## config.mk

```make
export PLATFORM = sky130hd
export DESIGN_NAME = display_scan_controller
export DESIGN_NICKNAME = d
export VERILOG_FILES = /design/src/rtl/display_scan_controller.sv
export SDC_FILE = /design/constraint.sdc
export NUM_CORES = 1
export LEC_CHECK = 0
export BUFFER_PORTS_ARGS = -buffer_cell sky130_fd_sc_hd__buf_2
export CAP_MARGIN = 0
export CORE_ASPECT_RATIO = 1.25
export CORE_MARGIN = 2
export CORE_UTILIZATION = 56
export DETAILED_ROUTE_END_ITERATION = 7
export PLACE_DENSITY = 0.88
export SKIP_CTS_REPAIR_TIMING = 1
export SLEW_MARGIN = 10
export SYNTH_ARGS = -nofsm -noshare
export SYNTH_HDL_FRONTEND = slang
export SYNTH_SLANG_ARGS = --single-unit
```

## constraint.sdc

```tcl
create_clock -name clock -period 2.2 [get_ports clock]
set_clock_uncertainty 0.15 [all_clocks]
set_input_delay 0.44 -clock clock [delete_from_list [all_inputs] [get_ports clock]]
set_output_delay 0.44 -clock clock [all_outputs]
set_load 0.01 [all_outputs]
```

## src/rtl/display_scan_controller.sv

```systemverilog
// display_scan_controller
// Scans a four-digit multiplexed seven-segment display and selects which
// latched sensor-error message is shown. Pending errors are shown one at a time
// (lowest index first) and blink until the operator clears them.
//
// The prescaler and the 2-bit digit counter run continuously in every state.
// The error message FSM only changes state at frame_end, which is the last
// cycle of digit 3. msg_sel therefore never changes in the middle of a frame.
//
// digit_en_n and msg_valid are registered from the next-state values. They
// change on the same edge as the counter, so the enables stay aligned with
// saida1Contador/saida2Contador.
module display_scan_controller #(
    parameter int PRESCALE     = 4096,
    parameter int BLINK_FRAMES = 32,
    parameter int N_ERR        = 4
) (
    input  logic             clock,
    input  logic             resetn,
    input  logic [N_ERR-1:0] err_in,
    input  logic             err_clear,
    output logic             saida1Contador,
    output logic             saida2Contador,
    output logic [3:0]       digit_en_n,
    output logic [1:0]       msg_sel,
    output logic             msg_valid,
    output logic [N_ERR-1:0] err_pending,
    output logic [1:0]       fsm_state
);

    localparam int PW = (PRESCALE > 1) ? $clog2(PRESCALE) : 1;
    localparam int FW = $clog2(BLINK_FRAMES) + 1;

    localparam logic [PW-1:0] PRESC_LAST = PW'(PRESCALE - 1);
    localparam logic [FW-1:0] FRAME_LAST = FW'(BLINK_FRAMES - 1);

    typedef enum logic [1:0] {
        ST_IDLE     = 2'd0,
        ST_SHOW_ON  = 2'd1,
        ST_SHOW_OFF = 2'd2
    } state_t;

    state_t           state;
    state_t           state_nxt;
    logic [PW-1:0]    presc;
    logic [1:0]       cnt;
    logic [1:0]       cnt_nxt;
    logic [FW-1:0]    frame_cnt;
    logic [FW-1:0]    frame_nxt;
    logic [1:0]       sel_nxt;
    logic [1:0]       first_idx;
    logic [N_ERR-1:0] clr_mask;
    logic [N_ERR-1:0] pending_nxt;
    logic [3:0]       den_nxt;
    logic             valid_nxt;
    logic             tick;
    logic             frame_end;
    logic             any_pending;

    assign tick        = (presc == PRESC_LAST);
    assign frame_end   = tick && (cnt == 2'd3);
    assign cnt_nxt     = tick ? (cnt + 2'd1) : cnt;
    assign any_pending = |err_pending;

    assign saida1Contador = cnt[1];
    assign saida2Contador = cnt[0];
    assign fsm_state      = state;

    // Prescaler: counts 0..PRESCALE-1 and wraps. Each digit dwells one full period.
    always_ff @(posedge clock or negedge resetn) begin
        if (!resetn) begin
            presc <= '0;
        end else if (tick) begin
            presc <= '0;
        end else begin
            presc <= presc + PW'(1);
        end
    end

    // Digit counter: advances on tick and wraps from 3 to 0.
    always_ff @(posedge clock or negedge resetn) begin
        if (!resetn) begin
            cnt <= 2'd0;
        end else begin
            cnt <= cnt_nxt;
        end
    end

    // Lowest-index pending error. Only indices below N_ERR can be produced.
    always_comb begin
        first_idx = 2'd0;
        for (int i = N_ERR - 1; i >= 0; i--) begin
            if (err_pending[i]) begin
                first_idx = 2'(i);
            end
        end
    end

    // Clear mask for the displayed error. A clear is ignored while nothing is shown.
    always_comb begin
        clr_mask = '0;
        if (err_clear && msg_valid) begin
            for (int i = 0; i < N_ERR; i++) begin
                if (msg_sel == 2'(i)) begin
                    clr_mask[i] = 1'b1;
                end
            end
        end
    end

    // The set is ORed in after the clear so that a simultaneous set wins.
    assign pending_nxt = (err_pending & ~clr_mask) | err_in;

    // Error latch register.
    always_ff @(posedge clock or negedge resetn) begin
        if (!resetn) begin
            err_pending <= '0;
        end else begin
            err_pending <= pending_nxt;
        end
    end

    // FSM state, frame counter and message select registers.
    always_ff @(posedge clock or negedge resetn) begin
        if (!resetn) begin
            state     <= ST_IDLE;
            frame_cnt <= '0;
            msg_sel   <= 2'd0;
        end else begin
            state     <= state_nxt;
            frame_cnt <= frame_nxt;
            msg_sel   <= sel_nxt;
        end
    end

    // Next-state logic. Decisions are taken only at frame_end. The frame
    // counter restarts whenever the state changes.
    always_comb begin
        state_nxt = state;
        frame_nxt = frame_cnt;
        sel_nxt   = msg_sel;
        if (frame_end) begin
            unique case (state)
                ST_IDLE: begin
                    if (any_pending) begin
                        state_nxt = ST_SHOW_ON;
                        frame_nxt = '0;
                        sel_nxt   = first_idx;
                    end
                end
                ST_SHOW_ON, ST_SHOW_OFF: begin
                    if (!any_pending) begin
                        state_nxt = ST_IDLE;
                        frame_nxt = '0;
                    end else begin
                        sel_nxt = first_idx;
                        if (frame_cnt == FRAME_LAST) begin
                            state_nxt = (state == ST_SHOW_ON) ? ST_SHOW_OFF : ST_SHOW_ON;
                            frame_nxt = '0;
                        end else begin
                            frame_nxt = frame_cnt + FW'(1);
                        end
                    end
                end
                default: begin
                    state_nxt = ST_IDLE;
                    frame_nxt = '0;
                end
            endcase
        end
    end

    // Display outputs are derived from the next state and the next counter value.
    always_comb begin
        den_nxt   = 4'b1111;
        valid_nxt = (state_nxt != ST_IDLE);
        if (state_nxt == ST_SHOW_ON) begin
            den_nxt = ~(4'b0001 << cnt_nxt);
        end
    end

    // Registered digit enables and the message-valid flag.
    always_ff @(posedge clock or negedge resetn) begin
        if (!resetn) begin
            digit_en_n <= 4'b1111;
            msg_valid  <= 1'b0;
        end else begin
            digit_en_n <= den_nxt;
            msg_valid  <= valid_nxt;
        end
    end

endmodule

```

After elaboration in Yosys (flattened, before gate mapping)
Index checks and enable logic that the tools add are counted.
W data, S select, Z words.
{"block": "totals", "ff_bits": 33, "in_bits": 7, "output_inout_bits": 15, "elab_cells": 58}
{"block": "op_classes", "add_sub_neg": 3, "eq_ne": 10, "shifts": 1, "n_mux": 22, "bitwise_logic": 4, "reduce_logical": 10}
{"cell": "$mux W2", "count": 10}
{"cell": "$mux W6", "count": 3}
{"cell": "$add A12 B1 Y12 const B", "count": 1}
{"cell": "$eq A12 B12 Y1 const B", "count": 1}
{"cell": "$mux W12", "count": 1}
{"cell": "$pmux W6 S2", "count": 1}
{"cell": "$eq A2 B2 Y1 const B", "count": 4}
{"cell": "$mux W4", "count": 2}
{"cell": "$not A4 Y4", "count": 2}
{"cell": "$add A6 B1 Y6 const B", "count": 1}
{"cell": "$eq A2 B1 Y1 const B", "count": 3}
{"cell": "$eq A6 B5 Y1 const B", "count": 1}
{"cell": "$and A4 B4 Y4", "count": 1}
{"cell": "$logic_not A2 Y1", "count": 2}
{"cell": "$mux W1", "count": 4}
{"cell": "$or A4 B4 Y4", "count": 1}
{"cell": "$pmux W2 S2", "count": 1}
{"cell": "$reduce_or A4 Y1", "count": 1}
{"cell": "$shl A1 B2 Y4 const A", "count": 1}
{"cell": "$reduce_and A3 Y1", "count": 1}
{"cell": "$reduce_or A3 Y1", "count": 1}
{"cell": "$add A2 B1 Y2 const B", "count": 1}
{"cell": "$logic_and A1 B1 Y1", "count": 2}
{"cell": "$ne A2 B2 Y1 const B", "count": 1}
{"cell": "other kinds (3)", "count": 3}

Longest topological paths before layout
{"block": "depth", "depth_word": 8, "depth_mapped": 7}

Least setup slack after synthesis
OpenSTA, ideal clock, no wires.
{"block": "synth_timing", "kind": "register to register", "startpoint": "register state[0] (netlist: fsm_state[0])", "endpoint": "register digit_en_n[0]", "setup_time_ns": 0.091, "arrival_time_ns": 1.830, "required_ns": 1.959, "setup_slack_ns": 0.128, "stages_incl_launch_ff": 8, "n_path_buf": 0, "synth_period_minus_slack_ns": 2.072, "cell_sequence": "dfrtp_1 -> inv_1 -> ha_1 -> o41ai_4 -> nor4_1 -> nor3_2 -> o31ai_2 -> nand3_1"}
{"block": "synth_between", "elab_chain_len": 8}
{"item": "from (decl)", "line_no": "43", "source": "state_t state;"}
{"item": "from (signal assigned)", "line_no": "130", "source": "state <= state_nxt;"}
{"item": "$eq A2 B1 Y1", "line_no": "143, 158"}
{"item": "$mux W2", "line_no": "158", "source": "state_nxt = (state == ST_SHOW_ON) ? ST_SHOW_OFF : ST_SHOW_ON;"}
{"item": "$mux W2", "line_no": "157", "source": "if (frame_cnt == FRAME_LAST) begin"}
{"item": "$mux W2", "line_no": "152", "source": "if (!any_pending) begin"}
{"item": "$pmux W2 S2", "line_no": "143", "source": "unique case (state)"}
{"item": "$mux W2 (*)", "line_no": "142", "source": "if (frame_end) begin"}
{"item": "$eq A2 B1 Y1 (*)", "line_no": "177", "source": "if (state_nxt == ST_SHOW_ON) begin"}
{"item": "$mux W4 (*)", "line_no": "177"}
{"item": "net den_nxt[0]", "line_no": "54", "source": "logic [3:0] den_nxt;"}
{"item": "to (signal assigned)", "line_no": "188", "source": "digit_en_n <= den_nxt;"}
{"item": "to (decl)", "line_no": "24", "source": "output logic [3:0] digit_en_n,"}
The timed path passes the listed nets; every way through them passes the cells marked *.
A chain may end at the register's enable or synchronous reset.

Worst setup path in the final report
{"block": "layout_timing", "startpoint": "register state[0] (netlist: fsm_state[0])", "endpoint": "register digit_en_n[1]"}
Same word-level chain as after synthesis.

==> out/results.txt <==
Critical path capture point type = flip-flop
Drt drc = 0
Sequential area share after synthesis = 50.1%
Num CTS Buffers = 5
Most used flip-flop cell after synthesis = dfrtp_1
Commonest cells after routing, fill and taps aside = dfrtp_1 (28), buf_2 (21), nand3_1 (15), nand2_1 (11), nor2_1 (10)
Clock-pin slew on the worst setup and hold paths = 110 ps
Hold Fails Final Rpt = 25
Async SR Flop Fraction = 100%
FF+latch count, synth = 33
Status = finished, violations left
Fin nets = 200
Final slew viol count = 0
Pin count of the biggest net entering global routing = 34
Tcrit/Tclk final = 94.3%
DIE AREA = 0.00342 mm2
Failing checks = negative hold slack
DR vias/cell = 5.83
WS Path Type = reg2reg
Total track usage = 21.9%
Net Count, Synth = 169
Port bufs = 21
Die W = 52.7 um
Syn Area/Cell = 10.6 um2
Grt met1 use = 27.3%
Yosys warns = 0
Reg2reg start = fsm_state[0]$_DFF_PN0_
Max frequency = 0.482 GHz
Netlist cell types = 41
Wire per inst = 14.8 um
CTS root buffer = clkbuf_4
Share of layout cells above drive strength 1 = 26.6%
Ant. Diodes = 0
Clk_lat worst skew = 340 ps
Max Cap Viol = 0
Most used routing layer in global routing = met2
M2 GR Usage = 34.7%
Startpoint Class = flip-flop
CP Data Arrival Time = 2190 ps
Unrepaired setup endpoints after global routing = false
Routed Wire Length = 3320 um
Row Count = 22
Starting density of the core = 57.4%
Worst hold path type = in2async
GRT overflow = 0
CTS Sinks = 33
VDD IR-drop max = 0.380 mV
Antenna violations before repair = 0
Setup-failing EPs final = 0
Layout filler cell count = 213
H-Tree Depth = 2
Initial DRC count = 39
TritonCTS clock tree = yes
Max stage delay on crit path = 430 ps
Power Density = 503 mW/mm2
WHS = -19.3 ps
RePlAce Congestion = 0.892
Vias in the first global route = 1248
Leak = 0.870 nW
Slowest cell on the critical path = dfrtp_2
Setup TNS = 0 ps
Clock Tree Buf Depth = 2
CP startpoint = fsm_state[0]$_DFF_PN0_
Area overhead of the layout relative to synthesis = 14.6%
CP Data Required Time = 2320 ps
Post-synth EDFFs = 0
DP Wirelength = 2430 um
Crit path time final = 2070 ps
Critical Path Fanout Max = 7
Tightest Pin Transition = 717 ps
Gate Count Post-Synth = 156
Buf/Inv on CP = 1
Std-Cell Core Area = 0.00289 mm2
Commonest non-fill, non-tap cell in the layout = dfrtp_1
Worst path top cell family by delay = simple AND/OR/NAND/NOR gates
Post-Syn Area = 0.00166 mm2
Slew margin rel. = 52.2%
Antenna Nets Post-Route = 0
Worst slack, placed = 11.9 ps
First-pass GRT wire length = 5510 um
I/O Pins = 22
Met3 Usage GRT = 6.68%
Initial DRT Pass Iterations = 4
Die Y-Extent = 64.9 um
CP cell instances = inv_1 > ha_1 > o41ai_4 > nor4_2 > nor3_2 > o31ai_2 > nand3_1
Vias = 1306
Post-route setup slack = 125 ps
## synthesized netlist by cell type, types with 2 or more instances
master    number  area share (%)
xnor2_1        7             3.7
and2_1         3             1.1
dfrtp_1       29              44
nand2b_1       2            0.75
nand4_1        3             1.1
inv_1          5             1.1
o21ai_0        9             2.7
nand3b_1       2            0.90
o31ai_1        3             1.4
and3_1         4             1.5
ha_1           6             4.5
nor3_1         4             1.2
and4_1         2             1.1
xor2_1         3             1.6
nand2_1       11             2.5
nor2_1        10             2.3
dfstp_2        4             6.3
nor4_1         3             1.1
a21o_1         5             2.3
a31oi_1        2            0.75
a21oi_1        5             1.5
nand3_1       15             4.5
## layout make-up
type                            count  area (um2)  share of cell area (%)
Clock inverter                      3        17.5                   0.921
Tap cell                           36        45.0                    2.37
Sequential cell                    33         832                    43.8
Clock buffer                        5        37.5                    1.97
Inverter                            5        18.8                   0.987
Timing Repair Buffer               25         135                    7.11
Multi-Input combinational cell    117         816                    42.9
## power breakdown
| group | internal (mW) | switching, mW | total [mW] |
|---|---|---|---|
| combinational | 0.00401 | 0.0125 | 0.0165 |
| sequential | 0.607 | 0.000000000000000426 | 0.607 |
| clock | 0.120 | 0.214 | 0.334 |
## registers in the layout, summed over array words and instances (netlist names)
| name | flops |
|---|---|
| digit_en_n | 4 |
| frame_cnt | 6 |
| fsm_state | 2 |
| presc | 12 |
| err_pending | 4 |
| msg_valid | 1 |
| cnt | 2 |
| msg_sel | 2 |
## cells by family (layout without fill, tap and decap cells)
logic type                 after synthesis  count (layout)  share of synthesized area [%]
DFF                                     33              33                           50.1
buffers and inverters                    6              38                           1.43
xor gates and xnor gates                10              10                           5.28
and+or+nand+nor                         68              68                           23.2
muxes                                    2               2                           1.28
adders and majority gates                6               6                           4.52
AOI/OAI and AO/OA                       31              31                           14.3
## stage by stage
| stage | power [mW] | cells | instance area [um2] | hold WS, ps | util (%) |
|---|---|---|---|---|---|
| floorplan | 0.619 | 156 | 1660 | -5.59 | - |
| global placement | 0.635 | 216 | 1830 | 311 | 63.5 |
| detailed placement | 0.635 | 216 | 1830 | 329 | 63.5 |
| CTS | 0.966 | 224 | 1890 | 1.19 | 65.4 |
| global route | 0.992 | 224 | 1900 | 43.5 | 65.8 |
| finish | 0.957 | 224 | 1900 | -19.3 | 65.8 |
## worst register-to-register path: stages, from the launching register on
cell and delay, ps:
dfrtp_2 430, inv_1 80, ha_1 350, o41ai_4 140, nor4_2 310, nor3_2 110
o31ai_2 300, nand3_1 130
## final timing paths
| check | endpoint | slack (ps) | cells past startpoint |
|---|---|---|---|
| worst max-delay path | digit_en_n[1]$_DFF_PN1_ | 130 | 7 |
| worst min-delay path | err_pending[0]$_DFF_PN0_ | -20 | 1 |
| worst max register to register | digit_en_n[1]$_DFF_PN1_ | 130 | 7 |
| worst min register to register | presc[0]$_DFF_PN0_ | 340 | 1 |
| max in group asynchronous | fsm_state[0]$_DFF_PN0_ | 1410 | 1 |
| min in group clock | err_pending[3]$_DFF_PN0_ | 120 | 2 |
## layer usage
metal | vias to the layer above | share of wire, %
li1 | 628 | -
met1 | 629 | 43
met2 | 38 | 51
met3 | 11 | 4.6
met4 | 0 | 2.0
met5 | - | 0
Note: power is estimated with default switching activity, not from simulation.
